[config.mk]
export PLATFORM = sky130hd
export DESIGN_NAME = time_entry_ctrl
export DESIGN_NICKNAME = d
export VERILOG_FILES = /design/src/rtl/time_pkg.sv /design/src/rtl/time_entry_ctrl_bcd_pair_to_bin.sv /design/src/rtl/time_entry_ctrl.sv
export SDC_FILE = /design/constraint.sdc
export NUM_CORES = 1
export LEC_CHECK = 0
export ABC_AREA = 1
export CAP_MARGIN = 25
export CELL_PAD_IN_SITES_DETAIL_PLACEMENT = 2
export CELL_PAD_IN_SITES_GLOBAL_PLACEMENT = 2
export CORE_MARGIN = 2
export CORE_UTILIZATION = 31
export DETAILED_ROUTE_END_ITERATION = 8
export DONT_BUFFER_PORTS = 1
export PLACE_DENSITY_LB_ADDON = 0.08
export SYNTH_ARGS = -nofsm -noshare
export SYNTH_HDL_FRONTEND = slang
export SYNTH_SLANG_ARGS = --single-unit
[constraint.sdc]
create_clock -name CLK_50 -period 2.5 [get_ports CLK_50]
set_input_delay 0.25 -clock CLK_50 [delete_from_list [all_inputs] [get_ports CLK_50]]
set_output_delay 0.25 -clock CLK_50 [all_outputs]
set_load 0.1 [all_outputs]
[src/rtl/time_pkg.sv]
// Shared key codes, state encoding and field limits for keyboard time entry.
package time_pkg;

    localparam logic [7:0] KEY_SET    = 8'h73;
    localparam logic [7:0] KEY_ALARM  = 8'h61;
    localparam logic [7:0] KEY_DONE   = 8'h64;
    localparam logic [7:0] KEY_ESC    = 8'h1B;
    localparam logic [7:0] KEY_BS     = 8'h08;
    localparam logic [7:0] KEY_DISARM = 8'h78;

    localparam logic [6:0] MIN_LIMIT  = 7'd60;
    localparam logic [6:0] SEC_LIMIT  = 7'd60;
    localparam logic [2:0] NUM_DIGITS = 3'd6;

    typedef enum logic [1:0] {
        IDLE  = 2'd0,
        SET   = 2'd1,
        ALARM = 2'd2
    } state_e;

    function automatic logic is_digit(input logic [7:0] c);
        return (c >= 8'h30) && (c <= 8'h39);
    endfunction

endpackage

[src/rtl/time_entry_ctrl_bcd_pair_to_bin.sv]
// Combinational conversion of one BCD tens/units pair to a 7-bit binary value.
module bcd_pair_to_bin (
    input  logic [3:0] tens,
    input  logic [3:0] units,
    output logic [6:0] bin
);
    logic [6:0] tens_w;
    logic [6:0] units_w;

    assign tens_w  = {3'b000, tens};
    assign units_w = {3'b000, units};
    assign bin     = (tens_w * 7'd10) + units_w;

endmodule

[src/rtl/time_entry_ctrl.sv]
// Keyboard-driven SET/ALARM entry over an HHMMSS BCD buffer, with commit
// validation, alarm storage, alarm-match detection and a timed ring output.
module time_entry_ctrl
    import time_pkg::*;
#(
    parameter int RING_SECONDS = 30,
    parameter int HOUR_LIMIT   = 24
) (
    input  logic        CLK_50,
    input  logic        rst,
    input  logic        key_valid,
    input  logic [7:0]  key_ascii,
    input  logic        sec_tick,
    input  logic [5:0]  cur_hour,
    input  logic [5:0]  cur_minute,
    input  logic [5:0]  cur_second,
    output logic        set_en,
    output logic        alarm_en,
    output logic [2:0]  entry_pos,
    output logic [23:0] edit_digits,
    output logic        load_time,
    output logic [5:0]  load_hour,
    output logic [5:0]  load_minute,
    output logic [5:0]  load_second,
    output logic [5:0]  alarm_hour,
    output logic [5:0]  alarm_minute,
    output logic [5:0]  alarm_second,
    output logic        alarm_armed,
    output logic        alarm_ring,
    output logic        entry_error
);

    localparam logic [6:0] HOUR_LIM7 = 7'(HOUR_LIMIT);
    localparam logic [5:0] RING_CNT  = 6'(RING_SECONDS);

    state_e      state_q, state_d;
    logic [2:0]  pos_q, pos_d;
    logic [23:0] edit_q, edit_d;
    logic        load_time_q, load_time_d;
    logic        error_q, error_d;
    logic [5:0]  lh_q, lh_d, lm_q, lm_d, ls_q, ls_d;
    logic [5:0]  ah_q, ah_d, am_q, am_d, as_q, as_d;
    logic        armed_q, armed_d;
    logic        ring_q, ring_d;
    logic [5:0]  ring_cnt_q, ring_cnt_d;

    logic [6:0]  pair_bin [3];
    logic        commit_ok;
    logic        match;
    logic        key_act;
    logic [2:0]  pos_m1;

    // Pair 0 is hours, 1 minutes, 2 seconds, taken from the top of the buffer down.
    generate
        for (genvar gi = 0; gi < 3; gi++) begin : g_pair
            bcd_pair_to_bin u_pair (
                .tens  (edit_q[23 - 8*gi -: 4]),
                .units (edit_q[19 - 8*gi -: 4]),
                .bin   (pair_bin[gi])
            );
        end
    endgenerate

    assign commit_ok = (pos_q == NUM_DIGITS) && (pair_bin[0] < HOUR_LIM7)
                    && (pair_bin[1] < MIN_LIMIT) && (pair_bin[2] < SEC_LIMIT);
    assign match     = armed_q && (cur_hour == ah_q) && (cur_minute == am_q)
                    && (cur_second == as_q);
    // A key arriving while already ringing only silences the ring.
    assign key_act   = key_valid && !ring_q;
    assign pos_m1    = pos_q - 3'd1;

    always_comb begin
        state_d     = state_q;
        pos_d       = pos_q;
        edit_d      = edit_q;
        load_time_d = 1'b0;
        error_d     = 1'b0;
        lh_d        = lh_q;
        lm_d        = lm_q;
        ls_d        = ls_q;
        ah_d        = ah_q;
        am_d        = am_q;
        as_d        = as_q;
        armed_d     = armed_q;
        ring_d      = ring_q;
        ring_cnt_d  = ring_cnt_q;

        if (key_valid && ring_q) begin
            ring_d = 1'b0;
        end

        if (key_act) begin
            case (state_q)
                IDLE: begin
                    if (key_ascii == KEY_SET || key_ascii == KEY_ALARM) begin
                        state_d = (key_ascii == KEY_SET) ? SET : ALARM;
                        pos_d   = 3'd0;
                        edit_d  = 24'h0;
                    end else if (key_ascii == KEY_DISARM) begin
                        armed_d = 1'b0;
                    end
                end
                SET, ALARM: begin
                    if (is_digit(key_ascii)) begin
                        if (pos_q < NUM_DIGITS) begin
                            for (int i = 0; i < 6; i++) begin
                                if (pos_q == 3'(i)) edit_d[(5-i)*4 +: 4] = key_ascii[3:0];
                            end
                            pos_d = pos_q + 3'd1;
                        end
                    end else if (key_ascii == KEY_BS) begin
                        if (pos_q != 3'd0) begin
                            for (int i = 0; i < 6; i++) begin
                                if (pos_m1 == 3'(i)) edit_d[(5-i)*4 +: 4] = 4'h0;
                            end
                            pos_d = pos_m1;
                        end
                    end else if (key_ascii == KEY_ESC) begin
                        state_d = IDLE;
                        pos_d   = 3'd0;
                        edit_d  = 24'h0;
                    end else if (key_ascii == KEY_DONE) begin
                        if (commit_ok) begin
                            if (state_q == SET) begin
                                lh_d        = pair_bin[0][5:0];
                                lm_d        = pair_bin[1][5:0];
                                ls_d        = pair_bin[2][5:0];
                                load_time_d = 1'b1;
                            end else begin
                                ah_d    = pair_bin[0][5:0];
                                am_d    = pair_bin[1][5:0];
                                as_d    = pair_bin[2][5:0];
                                armed_d = 1'b1;
                            end
                            state_d = IDLE;
                            pos_d   = 3'd0;
                            edit_d  = 24'h0;
                        end else begin
                            error_d = 1'b1;
                        end
                    end
                end
                default: state_d = IDLE;
            endcase
        end

        // Match is judged against the registered alarm, so a same-cycle commit sees the old value.
        if (sec_tick) begin
            if (match) begin
                ring_d     = 1'b1;
                ring_cnt_d = RING_CNT;
            end else if (ring_q) begin
                ring_cnt_d = ring_cnt_q - 6'd1;
                if (ring_cnt_q == 6'd1) ring_d = 1'b0;
            end
        end
    end

    always_ff @(posedge CLK_50) begin
        if (rst) begin
            state_q     <= IDLE;
            pos_q       <= 3'd0;
            edit_q      <= 24'h0;
            load_time_q <= 1'b0;
            error_q     <= 1'b0;
            lh_q        <= 6'd0;
            lm_q        <= 6'd0;
            ls_q        <= 6'd0;
            ah_q        <= 6'd0;
            am_q        <= 6'd0;
            as_q        <= 6'd0;
            armed_q     <= 1'b0;
            ring_q      <= 1'b0;
            ring_cnt_q  <= 6'd0;
        end else begin
            state_q     <= state_d;
            pos_q       <= pos_d;
            edit_q      <= edit_d;
            load_time_q <= load_time_d;
            error_q     <= error_d;
            lh_q        <= lh_d;
            lm_q        <= lm_d;
            ls_q        <= ls_d;
            ah_q        <= ah_d;
            am_q        <= am_d;
            as_q        <= as_d;
            armed_q     <= armed_d;
            ring_q      <= ring_d;
            ring_cnt_q  <= ring_cnt_d;
        end
    end

    assign set_en       = (state_q == SET);
    assign alarm_en     = (state_q == ALARM);
    assign entry_pos    = pos_q;
    assign edit_digits  = edit_q;
    assign load_time    = load_time_q;
    assign load_hour    = lh_q;
    assign load_minute  = lm_q;
    assign load_second  = ls_q;
    assign alarm_hour   = ah_q;
    assign alarm_minute = am_q;
    assign alarm_second = as_q;
    assign alarm_armed  = armed_q;
    assign alarm_ring   = ring_q;
    assign entry_error  = error_q;

endmodule
* Word-level counts from Yosys, hierarchy flattened
Cells that the tools add are included.
Widths: inputs -> output; s select.
** Storage, ports and cells
- Latch bits :: 0
- Logic and storage cells :: 180
- Flip-flop bits (word level) :: 75
- Memory bits (writable) :: 0
- Memories :: 0
- ROM bits :: 0
** Cells by class
- Eq/ne operators :: 50
- Div/mod/pow operators :: 0
- Multiplexer cells :: 56
- Bitwise operators :: 8
- Magnitude comparators :: 6
- Shift operators :: 0
- Multiply operators :: 3
- Add/sub/neg operators :: 6
- Reductions and logical operators :: 32
** Operator list (count)
- $mux 24 :: 8
- $reduce_and 9->1 :: 6
- $mux 4 :: 12
- $pmux 24 s2 :: 1
- $eq 8x7->1 const B :: 4
- $ne 4x4->1 const B :: 7
- $ne 3x3->1 const B :: 9
- $mux 3 :: 8
- $add 7x4->7 :: 3
- $eq 6x6->1 :: 3
- $mul 4x3->6 const B :: 3
- $ne 2x2->1 const B :: 9
- $reduce_and 8->1 :: 2
- $eq 3x3->1 const B :: 5
- $mux 1 :: 15
- $lt 7x6->1 const B :: 2
- $mux 2 :: 7
- $eq 3x2->1 const B :: 4
- $mux 6 :: 2
- $ne 5x5->1 const B :: 2
- $reduce_and 10->1 :: 1
- $logic_and 1x1->1 :: 9
- $eq 8x4->1 const B :: 1
- $eq 8x5->1 const B :: 1
- 27 further kinds :: 37

* Logic depth before layout (Yosys ltp)
Gate-level depths: netlist (run 1).
- Depth after elaboration :: 12
- Depth in mapped cells :: 18
- Mapped depth without buffers :: 18

* Hierarchy
A second synthesis (run 1) with hierarchy kept.
** Unflattened totals
- Cell total of the unflattened synthesis :: 771
- Area total of the unflattened synthesis :: 5149.9 um^2
** Modules (own cells, without submodules)
- time_entry_ctrl :: cells each 651, times used 1, area an instance 4332.9 um^2, seq. area each 1501.4 um^2
- bcd_pair_to_bin at g_pair[0].u_pair ... :: cells each 40, times used 2, area an instance 271.5 um^2, seq. area each 0.0 um^2
- bcd_pair_to_bin at g_pair[2].u_pair :: cells each 40, times used 1, area an instance 274.0 um^2, seq. area each 0.0 um^2

* Worst setup path after synthesis (run 1)
No wires, ideal clock.
- Path kind :: reg-to-reg
- Start :: reg edit_q[5], in the netlist edit_digits[5]
- End :: reg ls_q[2], in the netlist load_second[2]
- Clock period less this slack :: 3317 ps
- Setup time :: 113 ps
- Data arrival time :: 3204 ps
- Slack :: -817 ps
- Stages on the path, launching flop included :: 18
- Path buffers :: 1
- Cells stage by stage :: dfxtp_1 ha_1 ha_1 inv_1 fa_1 inv_1 nand3_1 nand2_1 nor2_1 nand2_1 nand2_1 nor2_2 nand2_2 inv_4 nand3_4 buf_2 nor2_1 nor2_1
** Between the ends
- Longest elaborated chain between the ends :: 5
** RTL lines
- start: declaration :: RTL line time_entry_ctrl.sv:38 : logic [23:0] edit_q, edit_d;
- start signal: assignment :: RTL line time_entry_ctrl.sv:178 : edit_q <= edit_d;
- $mul 4x3->6 (*) :: RTL line time_entry_ctrl_bcd_pair_to_bin.sv:12 : assign bin = (tens_w * 7'd10) + units_w;
- $add 7x4->7 (*) :: RTL line time_entry_ctrl_bcd_pair_to_bin.sv:12
- $lt 7x6->1 :: RTL line time_entry_ctrl.sv:65 : && (pair_bin[1] < MIN_LIMIT) && (pair_bin[2] < SEC_LIMIT);
- $logic_and 1x1->1 :: RTL line time_entry_ctrl.sv:65
- $reduce_and 8->1 (no line)
- end signal: assignment :: RTL line time_entry_ctrl.sv:183 : ls_q <= ls_d;
- end: declaration :: RTL line time_entry_ctrl.sv:41 : logic [5:0] lh_q, lh_d, lm_q, lm_d, ls_q, ls_d;
Every way passes the cells marked *; elsewhere a longest branch is shown, timed or not.
A chain may end at the register's enable or synchronous reset.

* Final worst setup path (run 1)
- Start :: reg edit_q[5], in the netlist edit_digits[5]
- End :: reg as_q[0], in the netlist alarm_second[0]
** Between the ends
- Longest elaborated chain between the ends :: 5
** RTL lines
- $mul 4x3->6 :: RTL line time_entry_ctrl_bcd_pair_to_bin.sv:12
- $add 7x4->7 :: RTL line time_entry_ctrl_bcd_pair_to_bin.sv:12
- $lt 7x6->1 :: RTL line time_entry_ctrl.sv:65
- $logic_and 1x1->1 :: RTL line time_entry_ctrl.sv:65
- $reduce_and 8->1 (no line)
- end signal: assignment :: RTL line time_entry_ctrl.sv:186 : as_q <= as_d;
- end: declaration :: RTL line time_entry_ctrl.sv:42 : logic [5:0] ah_q, ah_d, am_q, am_d, as_q, as_d;
Every way passes these cells.

==> results.ini, run 1 <==
[timing]
slew_headroom = 0.3635
setup_violations = 67
hold_viol = 0
min_period_ps = 2821
fin_ws_ps = -320.7
period_share = 1.128
max_freq_mhz = 354.5
worstMarginPinSlew_ps = 953.5
skew_ps = 9.065
drv_slew = 0
rsz0062_at_grt = true

[global_route]
grt_pass1_wl_um = 32310
grt_overflow = 0
antenna_found_initial = 0
track_usage = 0.2324
grt_pass1_vias = 6013
grt_max_degree = 33

[power]
leakagePower_nw = 3.379
power.total_w = 0.002892
switchingPower_w = 0.0007567
switching_share = 0.2617
internal_power_w = 0.002135
combPwrFrac = 0.079
power_density_nw_per_um2 = 410.3
ir_drop_v = 0.0003332
pwr-share-clk = 0.508
seq_power_share = 0.413

[clock_tree]
cts_tree = built
htree_levels = 3
cts-buffers-inserted = 9
cts_max_path_buffers = 2
cts_num_sinks = 75
worstSkewPairLatency_ps = 360
cts-root-buf = clkbuf_16
path_clk_slew_ps = 60

[route]
num_vias = 5500
ant_nets = 0
wl_um = 20590
wl_per_cell_um = 18.53
avgViaCountPerCell = 4.950
drtIter0Drc = 144
drt_pass1_iterations = 4
post-route-drc-count = 0

[worst_setup_path]
critical_path_arrival_ps = 3120
r2r_cells = 16
critPathKind = reg -> reg
reg2reg_to = alarm_second[0]$_SDFFE_PP0P_
worstPathRequired_ps = 2800
crit_slowest_cell = fa_1
max_stage_delay_ps = 510
cp-startpoint = edit_digits[5]$_SDFFE_PP0P_
ff2ff_setup_slack_ps = -320
reg2reg_from = edit_digits[5]$_SDFFE_PP0P_
crit_fanout = 15
startpoint_type = flop
crit_chain = ha_4 -> ha_4 -> inv_2 -> fa_1 -> inv_2 -> nand2_2 -> o211ai_1 -> o21ai_2 -> nor2_4 -> nand2_4 -> inv_4 -> nand3_4 -> buf_12 -> nand2_1 -> nand2_1 -> a21oi_2
end_kind = flop

[die]
die_h_um = 132.2
initial_core_util = 0.3183
boundaryPins = 99
die_w_um = 132.2
core-area_um2 = 16000
rows = 46
floorplan.die_area_um2 = 17470

[synth]
syn_inst = 788
synth_fp_nets = 855
synth.distinct_cells = 38
synthTopCellsByArea = dfxtp_1 29%, nand2_1 14%, inv_1 10%, nor2_1 9.2%, ha_1 7.6%
seq_area_frac_synth = 0.2948
synth_warnings = 0
synth-async-reset-ratio = 0
mappedNetlistArea_um2 = 5094
synth.avg_cell_area_um2 = 6.464
synth_top_area_frac = 0.2948
synthFlopType = dfxtp_1
synth_edf_count = 0
yosysTopAreaCell = dfxtp_1
synth-seq-cells = 75

[min_path]
hold_end = alarm_ring$_SDFF_PP0_
holdCritPathClass = in -> reg
min-delay-start = key_valid
hold_depth = 3

[finish]
final_common_cell = nand2_1
insertedDiodeCount = 0
final_cell_mix = 153 x nand2_1, 130 x inv_1, 104 x nor2_1
multi_input_area_um2 = 3316
area_delta_synth_final_pct = 38.37
fin_nets = 957
seq_area_um2 = 1560
fillers = 1902
layout-drive-gt1-share = 0.3084
stdcell_count = 1111

[placed_design]
port_buffers = 0
dp_hpwl_um = 15200
routabilityCongestion = 0.8569
pre_cts_slack_ps = -343.5
post-place-cells = 1077

[run_status]
status = finished, violations left
violations = negative setup slack

[flow_run]
maxCapViolations = 0

synth_stat cells (5+ instances only):
cell / number
clkbuf_1: 6
nand3_1: 39
xnor2_1: 12
xor2_1: 8
buf_2: 7
ha_1: 31
o21ai_1: 6
nand2_1: 193
inv_1: 141
nand3_2: 8
a21oi_1: 36
o21ai_0: 5
nor2_1: 125
nor3_1: 8
fa_1: 6
buf_6: 6
dfxtp_1: 75
nand4_1: 41
kinds of logic after synthesis:
group / synth area share
xor gates and xnor gates: 0.03439
AOI/OAI and AO/OA: 0.05846
buffers and inverters: 0.1378
and+or+nand+nor: 0.3748
DFF: 0.2948
adders and majority gates: 0.09973
sequential cells by signal (all words and copies together), names as in the netlist:
name          count
load_hour         6
load_second       6
alarm_ring        1
alarm_hour        6
edit_digits      24
state_q           2
ring_cnt_q        6
entry_error       1
load_minute       6
load_time         1
alarm_second      6
entry_pos         3
alarm_armed       1
alarm_minute      6
how the worst max path moves through the flow:
stage	endpoint	slack, ps	cells after the start
floorplan	load_hour[2]$_SDFFE_PP0P_	-190	15
CTS	edit_digits[6]$_SDFFE_PP0P_	-220	17
global route	alarm_second[5]$_SDFFE_PP0P_	-440	16
detailed placement	edit_digits[11]$_SDFFE_PP0P_	-340	17
finish	alarm_second[0]$_SDFFE_PP0P_	-320	16
global placement	edit_digits[20]$_SDFFE_PP0P_	-220	15
per-stage QoR:
stage,area (um2),util,setup TNS (ps),hold WS [ps]
2_1_floorplan,5280,-,-5947,450.0
3_3_place_gp,6155,0.3847,-10930,321.2
3_5_place_dp,6155,0.3847,-17690,323.1
4_1_cts,6778,0.4236,-11230,107.9
5_1_grt,7048,0.4405,-23080,129.6
6_report,7048,0.4405,-15210,113.2
power by group through the flow:
| stage | registers, W | logic (W) | clock network, W |
|---|---|---|---|
| after CTS | 0.00119 | 0.000221 | 0.00150 |
| after floorplan | 0.00125 | 0.000116 | 0 |
| after global routing | 0.00119 | 0.000250 | 0.00154 |
| final | 0.00119 | 0.000228 | 0.00147 |
| after detailed placement | 0.00122 | 0.000204 | 0 |
| after global placement | 0.00122 | 0.000195 | 0 |
area by class of cell:
type | count | share of cell area
clock buffer | 10 | 0.03249
timing repair inverter | 1 | 0.001243
tap | 216 | 0.03835
inverter | 145 | 0.07953
timing repair buffer | 114 | 0.1440
clock inverter | 6 | 0.01260
multi-input combinational | 544 | 0.4704
sequential | 75 | 0.2214
critical path: cells and delay by family (launching register included):
family | cells | cell delay, ps
AOI/OAI and AO/OA | 3 | 430
adders and majority gates | 3 | 920
buffers and inverters | 4 | 440
DFF | 1 | 350
and+or+nand+nor | 6 | 600
repair_timing:
item                                    in CTS  in global routing
hold buffers                                 1                  0
endpoints found under the setup margin      67                 67
buffers inserted                             6                  9
pin swaps                                   12                 11
cloned                                       2                  1
endpoints found under the hold margin        9                  0
resized for setup                           53                 67
routing by layer:
layer / global-route usage / up-vias / wire [um] / share of wire
met1: 0.2687 / 2705 / 8504 / 0.41
li1: - / 2651 / - / -
met4: 0.08303 / 0 / 541 / 0.026
met2: 0.4204 / 110 / 10570 / 0.51
met5: 0 / - / 0 / 0
met3: 0.05152 / 34 / 981 / 0.048
Note: power is estimated with default switching activity, not from simulation.
==> run 2: changes to the inputs <==
- clock period: 2.5 -> 2.38 ns (I/O delays scaled with it)
==> run 2 against run 1 <==
  * The flow still finishes with violations (negative setup slack)
  * Maximum frequency up 1.8%
  * Final cell count up 0.72%
  * Clock skew down 0.81 ps
  * Hold slack better by 7.9 ps
  * Non-clock buffer count up 9
  * Critical path depth unchanged
  * Largest cell class unchanged
  * Largest power group unchanged
==> results.ini, run 2 (same netlist as run 1, synthesis figures left out) <==
[run_status]
status = finished, violations left
violations = negative setup slack

[clock_tree]
cts_num_sinks = 75  ; unchanged
path_clk_slew_ps = 70  ; about the same
cts_max_path_buffers = 2  ; unchanged
cts_tree = built
worstSkewPairLatency_ps = 350  ; about the same
cts-root-buf = clkbuf_16
htree_levels = 3  ; unchanged
cts-buffers-inserted = 9  ; unchanged

[global_route]
track_usage = 0.2317  ; -0.0006482
grt_pass1_wl_um = 32150  ; -0.51%
grt_max_degree = 35  ; +6.1%
antenna_found_initial = 0  ; unchanged
grt_overflow = 0  ; unchanged
grt_pass1_vias = 5946  ; -1.1%

[worst_setup_path]
worstPathRequired_ps = 2650  ; -150 ps
cp-startpoint = edit_digits[23]$_SDFFE_PP0P_
critical_path_arrival_ps = 3040  ; -80 ps
endpoint = load_second[3]$_SDFFE_PP0P_
startpoint_type = flop
end_kind = flop
ff2ff_setup_slack_ps = -390  ; -70 ps
critPathKind = reg -> reg
r2r_cells = 16  ; unchanged
reg2reg_from = edit_digits[23]$_SDFFE_PP0P_
crit_fanout = 8  ; -7
reg2reg_to = load_second[3]$_SDFFE_PP0P_

[die]
die_w_um = 132.2  ; unchanged
floorplan.die_area_um2 = 17470  ; unchanged
boundaryPins = 99  ; unchanged
die_h_um = 132.2  ; unchanged
initial_core_util = 0.3183  ; unchanged
core-area_um2 = 16000  ; unchanged
rows = 46  ; unchanged

[timing]
setup_violations = 68  ; +1.5%
period_share = 1.164  ; +0.03554
worstMarginPinSlew_ps = 931.6  ; -21.92 ps
max_freq_mhz = 361.0  ; +1.8%
min_period_ps = 2770  ; -50.80 ps
rsz0062_at_grt = true
slew_headroom = 0.3781  ; +0.01464
drv_slew = 0  ; unchanged
hold_viol = 0  ; unchanged
fin_ws_ps = -389.9  ; -69.20 ps
skew_ps = 8.256  ; -0.8088 ps

[placed_design]
post-place-cells = 1087  ; +0.93%
dp_hpwl_um = 14950  ; -1.7%
routabilityCongestion = 0.8529  ; -0.47%
place_area_um2 = 6257  ; +1.7%
port_buffers = 0  ; unchanged

[finish]
fillers = 1951  ; +2.6%
insertedDiodeCount = 0  ; unchanged
final_common_cell = nand2_1
largest_register_ffs = 24  ; unchanged
area_delta_synth_final_pct = 37.71
stdcell_count = 1119  ; +0.72%
design_area_um2 = 7014  ; -0.48%
final_cell_mix = 159 x nand2_1, 127 x inv_1, 109 x nor2_1
fin_nets = 965  ; +0.84%
layout-drive-gt1-share = 0.3090  ; +0.0005902

[power]
power_density_nw_per_um2 = 400.3  ; -2.4%
seq_power_share = 0.447  ; +0.034
pwr-share-clk = 0.468  ; -0.040
leakagePower_nw = 3.365  ; -0.41%
ir_drop_v = 0.0003319  ; -0.40%
switchingPower_w = 0.0007783  ; +2.9%
combPwrFrac = 0.085  ; +0.006
switching_share = 0.2772  ; +0.01554
internal_power_w = 0.002029  ; -5.0%

[route]
drt_pass1_iterations = 4  ; unchanged
wl_per_cell_um = 18.76  ; +1.2%
num_vias = 5458  ; -0.76%
ant_nets = 0  ; unchanged
avgViaCountPerCell = 4.878  ; -1.5%
wl_um = 21000  ; +2.0%
drtIter0Drc = 202  ; +40%
post-route-drc-count = 0  ; unchanged

[flow_run]
maxCapViolations = 0  ; unchanged

[min_path]
holdCritPathClass = in -> reg

-- run 2: layer usage --
metal / share of wire / vias to the layer above / track usage
met5: 0 / - / 0
met4: 0.017 / 0 / 0.06452
met2: 0.52 / 98 / 0.4184
met1: 0.43 / 2669 / 0.2856
met3: 0.034 / 23 / 0.03537
li1: - / 2668 / -
-- run 2: repair_timing --
action / CTS / global route
buffers inserted: 12 / 5
endpoints found under the hold margin: 9 / 0
gates cloned: 1 / 1
gates resized for setup: 49 / 63
endpoints found under the setup margin: 68 / 68
pin swaps: 19 / 30
hold buffers: 1 / 0
-- run 2: worst min-delay path by stage --
| stage | endpoint | cells past startpoint | startpoint | slack (ps) |
|---|---|---|---|---|
| after detailed placement | alarm_ring$_SDFF_PP0_ | 1 | rst | 310 |
| after global placement | ring_cnt_q[4]$_SDFFE_PP0P_ | 1 | rst | 310 |
| final | alarm_ring$_SDFF_PP0_ | 3 | key_valid | 120 |
| after CTS | alarm_ring$_SDFF_PP0_ | 3 | key_valid | 110 |
| after floorplan | alarm_ring$_SDFF_PP0_ | 3 | key_valid | 440 |
| after global routing | alarm_ring$_SDFF_PP0_ | 3 | key_valid | 120 |
-- run 2: power groups by stage --
| stage | Sequential [W] | Clock (W) | Combinational [W] |
|---|---|---|---|
| global route | 0.00125 | 0.00140 | 0.000262 |
| global placement | 0.00128 | 0 | 0.000208 |
| detailed placement | 0.00128 | 0 | 0.000218 |
| CTS | 0.00125 | 0.00133 | 0.000234 |
| floorplan | 0.00132 | 0 | 0.000122 |
| finish | 0.00125 | 0.00131 | 0.000240 |
-- run 2: critical path: stages, from the launching register on --
cell	delay, ps
dfxtp_4	350
ha_4	270
ha_4	130
inv_2	40
fa_2	570
nand3b_1	120
nand2_1	80
nor2_2	100
nand3_2	100
nor2_4	110
nand2_4	90
inv_6	80
nand3_4	140
buf_12	210
nand2_1	60
nand2_1	70
nor2_1	170
-- run 2: through the flow --
| step | utilization | power [W] | setup TNS, ps | worst slack (ps) | hold slack (ps) |
|---|---|---|---|---|---|
| final | 0.4384 | 0.002807 | -18070 | -389.9 | 121.1 |
| after global routing | 0.4384 | 0.002911 | -27320 | -534.7 | 117.4 |
| after CTS | 0.4259 | 0.002818 | -19200 | -344.0 | 106.6 |
| after detailed placement | 0.3911 | 0.001500 | -24190 | -503.2 | 311.5 |
| after global placement | 0.3911 | 0.001490 | -16850 | -311.2 | 308.7 |
| after floorplan | - | 0.001439 | -13850 | -314.9 | 438.0 |
-- run 2: area by class of cell --
cell class / instances / area [um2] / area share
flip-flops and latches: 75 / 1560 / 0.2224
multi-input cells: 544 / 3294 / 0.4697
clock buffers: 10 / 229.0 / 0.03264
repair buffers: 123 / 1056 / 0.1506
clock inverters: 6 / 42.54 / 0.006065
well taps: 216 / 270.3 / 0.03853
inverters: 145 / 561.8 / 0.08009
==> run 3: changes to the inputs <==
- CAP_MARGIN: 25 -> 20
- CELL_PAD_IN_SITES_DETAIL_PLACEMENT: 2 -> 1
- SLEW_MARGIN: not set -> 30
==> run 3 against run 2 <==
  * The run still ends with negative setup slack left
  * Combinational power fell by 5%
  * Hold slack got worse by 23 ps
  * Non-clock buffer count decreased by 1
  * Design area is 1.7% higher
  * Critical path type unchanged
  * Largest power group unchanged
==> results.ini, run 3 (same netlist as run 1, synthesis figures left out) <==
[timing]
min_period_ps = 2761  ; -9.246 ps
max_freq_mhz = 362.2  ; +0.33%
setup_tns_ps = -18910  ; -833.7 ps
slew_headroom = 0.3749  ; -0.003221
holdWs_ps = 98.46  ; -22.66 ps
setup_violations = 67  ; -1.5%
drv_slew = 0  ; unchanged
hold_viol = 0  ; unchanged
rsz0062_at_grt = true
skew_ps = 5.293  ; -2.963 ps
period_share = 1.160  ; -0.003885
worstMarginPinSlew_ps = 936.4  ; +4.825 ps
fin_ws_ps = -380.6  ; +9.246 ps

[die]
die_w_um = 132.2  ; unchanged
rows = 46  ; unchanged
floorplan.die_area_um2 = 17470  ; unchanged
boundaryPins = 99  ; unchanged
core-area_um2 = 16000  ; unchanged
initial_core_util = 0.3183  ; unchanged
die_h_um = 132.2  ; unchanged

[min_path]
holdCritPathClass = in -> reg
min-delay-start = key_valid

[finish]
final_common_cell = nand2_1
insertedDiodeCount = 0  ; unchanged
design_area_um2 = 7131  ; +1.7%
layout-drive-gt1-share = 0.3023  ; -0.006645
largest_register_ffs = 24  ; unchanged
area_delta_synth_final_pct = 39.99
fin_nets = 965  ; unchanged
final_cell_mix = 155 x nand2_1, 135 x inv_1, 112 x nor2_1

[route]
num_vias = 5284  ; -3.2%
avgViaCountPerCell = 4.722  ; -3.2%
post-route-drc-count = 0  ; unchanged
drtIter0Drc = 167  ; -17%
drt_pass1_iterations = 4  ; unchanged
ant_nets = 0  ; unchanged
wl_um = 17910  ; -15%
wl_per_cell_um = 16.00  ; -15%

[clock_tree]
cts-root-buf = clkbuf_16
cts_num_sinks = 75  ; unchanged
cts_tree = built
htree_levels = 3  ; unchanged
cts_max_path_buffers = 2  ; unchanged
worstSkewPairLatency_ps = 340  ; about the same
cts-buffers-inserted = 9  ; unchanged
path_clk_slew_ps = 60  ; about the same

[worst_setup_path]
max_stage_delay_ps = 560  ; about the same
critical_path_arrival_ps = 2990  ; -50 ps
cp-startpoint = edit_digits[23]$_SDFFE_PP0P_
reg2reg_from = edit_digits[23]$_SDFFE_PP0P_
crit_chain = ha_4 -> ha_4 -> inv_2 -> fa_2 -> nand3b_1 -> nand2_1 -> nor2_1 -> nand3_1 -> nor2_1 -> nand2_2 -> inv_4 -> nand3_4 -> buf_12 -> o21ai_1 -> nor2_1
ff2ff_setup_slack_ps = -380  ; about the same
crit_buf_inv = 3  ; unchanged
crit_slowest_cell = fa_2
worstPathRequired_ps = 2610  ; -40 ps
reg2reg_to = alarm_hour[2]$_SDFFE_PP0P_
crit_fanout = 7  ; -1
crit_top_cell = nor2_1
path_depth = 15  ; -1
r2r_cells = 15  ; -1
critPathKind = reg -> reg
startpoint_type = flop
endpoint = alarm_hour[2]$_SDFFE_PP0P_
worst_path_dominant_cell_family = adder cells
end_kind = flop

[placed_design]
port_buffers = 0  ; unchanged
routabilityCongestion = 0.8529  ; unchanged
place_area_um2 = 6257  ; unchanged
dp_hpwl_um = 13270  ; -11%
pre_cts_slack_ps = -399.7  ; +103.4 ps

[power]
switching_share = 0.2424  ; -0.03487
ir_drop_v = 0.0002907  ; -12%
seq_power_share = 0.412  ; -0.035
pwr-share-clk = 0.513  ; +0.045
power_density_nw_per_um2 = 426.8  ; +6.6%
combPwrFrac = 0.075  ; -0.010
internal_power_w = 0.002306  ; +14%
switchingPower_w = 0.0007375  ; -5.2%
leakagePower_nw = 3.420  ; +1.6%

[global_route]
grt_max_degree = 35  ; unchanged
grt_pass1_vias = 5536  ; -6.9%
track_usage = 0.2008  ; -0.03097
grt_overflow = 0  ; unchanged
grt_pass1_wl_um = 28100  ; -13%
antenna_found_initial = 0  ; unchanged

[flow_run]
maxCapViolations = 0  ; unchanged

[run_status]
status = finished, violations left
violations = negative setup slack

run 3: power by group through the flow:
stage               sequential (W)  clock (W)  combinational, W
global route               0.00125    0.00166          0.000249
CTS                        0.00125    0.00160          0.000224
global placement           0.00128          0          0.000208
floorplan                  0.00132          0          0.000122
finish                     0.00125    0.00156          0.000227
detailed placement         0.00128          0          0.000213
run 3: stage by stage:
| stage | total power, W | cells | utilization |
|---|---|---|---|
| 2_1_floorplan | 0.001439 | 788 | - |
| 4_1_cts | 0.003081 | 1115 | 0.4281 |
| 6_report | 0.003043 | 1119 | 0.4457 |
| 5_1_grt | 0.003158 | 1119 | 0.4457 |
| 3_3_place_gp | 0.001490 | 1087 | 0.3911 |
| 3_5_place_dp | 0.001495 | 1087 | 0.3911 |
run 3: worst min path at each step:
stage,endpoint,slack [ps],cells after the start
final,alarm_ring$_SDFF_PP0_,100,3
after floorplan,alarm_ring$_SDFF_PP0_,440,3
after global placement,ring_cnt_q[4]$_SDFFE_PP0P_,310,1
after detailed placement,ring_cnt_q[4]$_SDFFE_PP0P_,310,1
after global routing,alarm_ring$_SDFF_PP0_,110,3
after CTS,alarm_ring$_SDFF_PP0_,80,3
run 3: area by class of cell:
cell class              count  area (um2)
fillers                  2086        8870
well taps                 216       270.3
inverters                 145       564.3
repair buffers            122        1076
multi-input cells         544        3317
clock buffers              11       254.0
flip-flops and latches     75        1560
clock inverters             5       82.58
repair inverters            1       6.256
run 3: timing repair:
item | in CTS | in global routing
endpoints found under the setup margin | 68 | 68
cloned | 2 | 3
setup buffers | 12 | 2
pin swaps | 26 | 15
gates resized for setup | 45 | 61
hold endpoints to repair | 9 | 0
hold buffers | 1 | 0
run 3: worst min-delay path, stage by stage:
cell and delay [ps]:
inv_1 30, nand3_1 70, a21oi_1 60
run 3: per-layer routing:
metal / routed length (um) / part of all wire / vias to the layer above / GRT usage
li1: - / - / 2668 / -
met1: 8176 / 0.46 / 2504 / 0.2593
met2: 8814 / 0.49 / 94 / 0.3411
met3: 643 / 0.036 / 18 / 0.03153
met4: 275 / 0.015 / 0 / 0.06870
met5: 0 / 0 / - / 0
